[config.mk]
export PLATFORM = sky130hd
export DESIGN_NAME = sat_counter
export DESIGN_NICKNAME = d
export VERILOG_FILES = /design/src/rtl/sat_counter.sv
export SDC_FILE = /design/constraint.sdc
export NUM_CORES = 1
export LEC_CHECK = 0
export CAP_MARGIN = 15
export CORE_AREA = 4 4 41 43
export DETAILED_ROUTE_END_ITERATION = 16
export DIE_AREA = 0 0 45 47
export GPL_TIMING_DRIVEN = 0
export PLACE_DENSITY = 0.66
export SYNTH_ARGS = -nofsm -noshare
export SYNTH_HDL_FRONTEND = slang
export SYNTH_SLANG_ARGS = --single-unit
[constraint.sdc]
create_clock -name clk -period 1.6 [get_ports clk]
set_input_delay 0.32 -clock clk [delete_from_list [all_inputs] [get_ports clk]]
set_output_delay 0.32 -clock clk [all_outputs]
set_load 0.005 [all_outputs]
[src/rtl/sat_counter.sv]
// Saturating event counter: counts inc pulses, sticks at all-ones,
// synchronous clear for the start of each sweep.
module sat_counter #(
   parameter int CNT_W = 8
) (
   input  logic             clk,
   input  logic             rst,
   input  logic             clr,
   input  logic             inc,
   output logic [CNT_W-1:0] count
);

   logic [CNT_W-1:0] count_reg;

   always_ff @(posedge clk or posedge rst) begin
      if (rst) begin
         count_reg <= '0;
      end else if (clr) begin
         count_reg <= '0;
      end else if (inc && (count_reg != {CNT_W{1'b1}})) begin
         count_reg <= count_reg + CNT_W'(1);
      end
   end

   assign count = count_reg;

endmodule

==> run metrics <==
maximum clock path buffer count=2; Pwr Density=635.3 nW/µm²; CP Class=primary input to register; Synth top cells by count=8 x dfrtp_1, 4 x mux2_4, 4 x nand2_1, 4 x nor2_1, 4 x nor2b_1; Num Clock Sinks=8; Pwr Total=approximately 410 µW; dpl ws=-0.2092 ns; Period minus WS final=~1.6 ns; Die ar.=roughly 2100 µm²; Max-slew headroom=roughly 72%; Worst EP required=roughly 1.8 ns; post-DP HPWL=just over 700 µm; Clock Skews=0.002774 ns; n_diodes=0; Placement Cell Area=roughly 620 µm²; largest net degree at the start of global routing=11; Final Hold Viols=0; Final #Nets=just under 70; switching power=97.04 µW; status=finished clean; Yosys top cell area share=between 30 and 40%; Worst setup EP type=register; CTS clock-pin slew for the worst setup and hold paths=0.05 ns; IO Port Bufs=10; Synth Area per Inst=approximately 10 µm²; Final ANT Viol Nets=0; CTS root buffer=clkbuf_4; final max-slew violation count=0; drt wl/cell=13.18 µm; first-pass GRT wire length=~1900 µm; Synth area leaders=dfrtp_1 40%, mux2_4 12%, nor2b_1 5.0%; Core Rows=13; Gate power share=a little over a tenth; FILL cells=approximately 130; final cycle utilization of the critical path=slightly below 100%; RD Place Congestion=between 0.7 and 0.8; TritonCTS Buffers=3; CP arrival=1.71 ns; Startpoint Class=primary input; gr ovfl total=0; number of flip-flops in the largest register=8; Clk network pwr share=37.7%; DRT Pass-1 Iters=4; Final setup viols=0; largest area contributor in the netlist=dfrtp_1; CTS tree=yes; Syn Inst Count=49; DRC viols=0; CTS H-tree lvls=1; leakage power=~0.00028 µW; Max-cap violations=0; Vias/cell=~5.5; top-count cell post-synth=dfrtp_1; Synth warnings=0; Starting Density=between 30% and 40%; sequential area share after synthesis=approximately two fifths; RSZ-0062 raised after global routing=false; Worst-Margin Slew=0.4193 ns; area grow syn2layout=29.53%; vias in the first global route=~400; Internal Power=between 300 and 400 µW; antenna violations before repair=0; DR iter-0 viols=2; CP max FO=5; post-layout instance area=approximately 650 µm²; Total GRT Usage=12.89%; setup repair bufs after CTS=0; EDFF count, synth=0; Synth cell types=25; Setup TNS=0 ns; Worst Slack Setup Final=approximately 0.040 ns; Post-synth ARST share=100.0%; clk_lat worst skew=approximately 0.26 ns; IO Count=12; Seq pwr share=about half; vias=roughly 420; switching share of power=a little under a quarter; die height=about 47 µm; #FFs+latches synth=8; final WL=around 1000 µm; Max Freq=641.0 MHz; Chip Width=45 µm; hold crit path type=primary input to asynchronous set/reset pin; Synth Flop Type=dfrtp_1; layout cell share with drive strength beyond 1=27.42%; worst vdd ir=0.0004146 V; Mapped Nets=54; core box area=1301 µm²; mapped cell area=approximately 500 µm²
[worst max-delay path, stage by stage]
cell and delay [ns]:
clkdlybuf4s50_1 0.54, nand4_1 0.22, a211oi_2 0.30, mux2_4 0.32
[what timing repair did]
action | CTS | global route
hold buffers | 0 | 0
resized for setup | 1 | 4
setup endpoints to repair | 1 | 5
pin swaps | 1 | 1
hold endpoints to repair | 0 | 0
[layout make-up]
cell class	count	area (µm²)	share of cell area [%]
Sequential cell	8	205.2	31.42
Timing Repair Buffer	10	100.1	15.33
Inverter	2	7.507	1.149
Clock buffer	3	22.52	3.448
Buffer	2	15.01	2.299
Tap cell	15	18.77	2.874
Multi-Input combinational cell	37	284.0	43.49
[final timing paths]
| check | from | endpoint | slack, ns | depth (start not counted) |
|---|---|---|---|---|
| min in group clk | clr | count[2] | 0.56 | 2 |
| min | rst | count[0] | 0.32 | 2 |
| max reg2reg | count[0] | count[5] | 0.05 | 4 |
| min reg2reg | count[1] | count[1] | 0.58 | 2 |
| max in group asynchronous | rst | count[7] | 1.02 | 2 |
| max | inc | count[5] | 0.04 | 4 |
[metal layers]
layer  GRT usage [%]  wire, µm  up-vias
met4           7.018        33        0
met3           6.897        78        5
met2           18.93       498       16
met1           15.08       405      200
li1                -         -      202
met5               0         0        -
[power by group through the flow]
| stage | Clock [µW] | Sequential [µW] | Combinational (µW) |
|---|---|---|---|
| 3_3_place_gp | 0 | 217 | 44.3 |
| 2_1_floorplan | 0 | 216 | 23.8 |
| 6_report | 156 | 213 | 45.2 |
| 4_1_cts | 163 | 213 | 45.8 |
| 5_1_grt | 184 | 214 | 51.7 |
| 3_5_place_dp | 0 | 217 | 45.3 |
[kinds of logic after synthesis]
logic type	after synthesis	share of synthesized area (%)
AO/OA/AOI/OAI	9	15.63
adder cells (fa/ha/maj)	1	2.481
buffers and inverters	4	4.466
flip-flops	8	39.70
multiplexers	5	13.90
AND/OR/NAND/NOR	22	23.82
[cell usage in the layout, fill, tap and decap left out, drive strengths merged]
master,count
nor2b,4
and2b,1
o21bai,1
o211a,1
inv,2
a211oi,1
clkdlybuf4s50,10
nor2,4
mux2i,1
and3,1
nand4b,1
clkbuf,4
nand3,2
nand2,4
mux2,4
ha,1
a21oi,4
nand2b,1
o311a,1
nand4,2
dfrtp,8
and4,1
buf,1
a21boi,1
nor3,1
[metrics by stage]
stage / utilization, % / instances / hold WS (ns)
final: 50.19 / 77 / 0.3158
after global placement: 47.88 / 74 / 0.5605
after CTS: 49.81 / 77 / 0.3256
after global routing: 50.19 / 77 / 0.3471
after floorplan: - / 49 / 0.1357
after detailed placement: 47.88 / 74 / 0.5672
(Power assumes the default switching activity.)
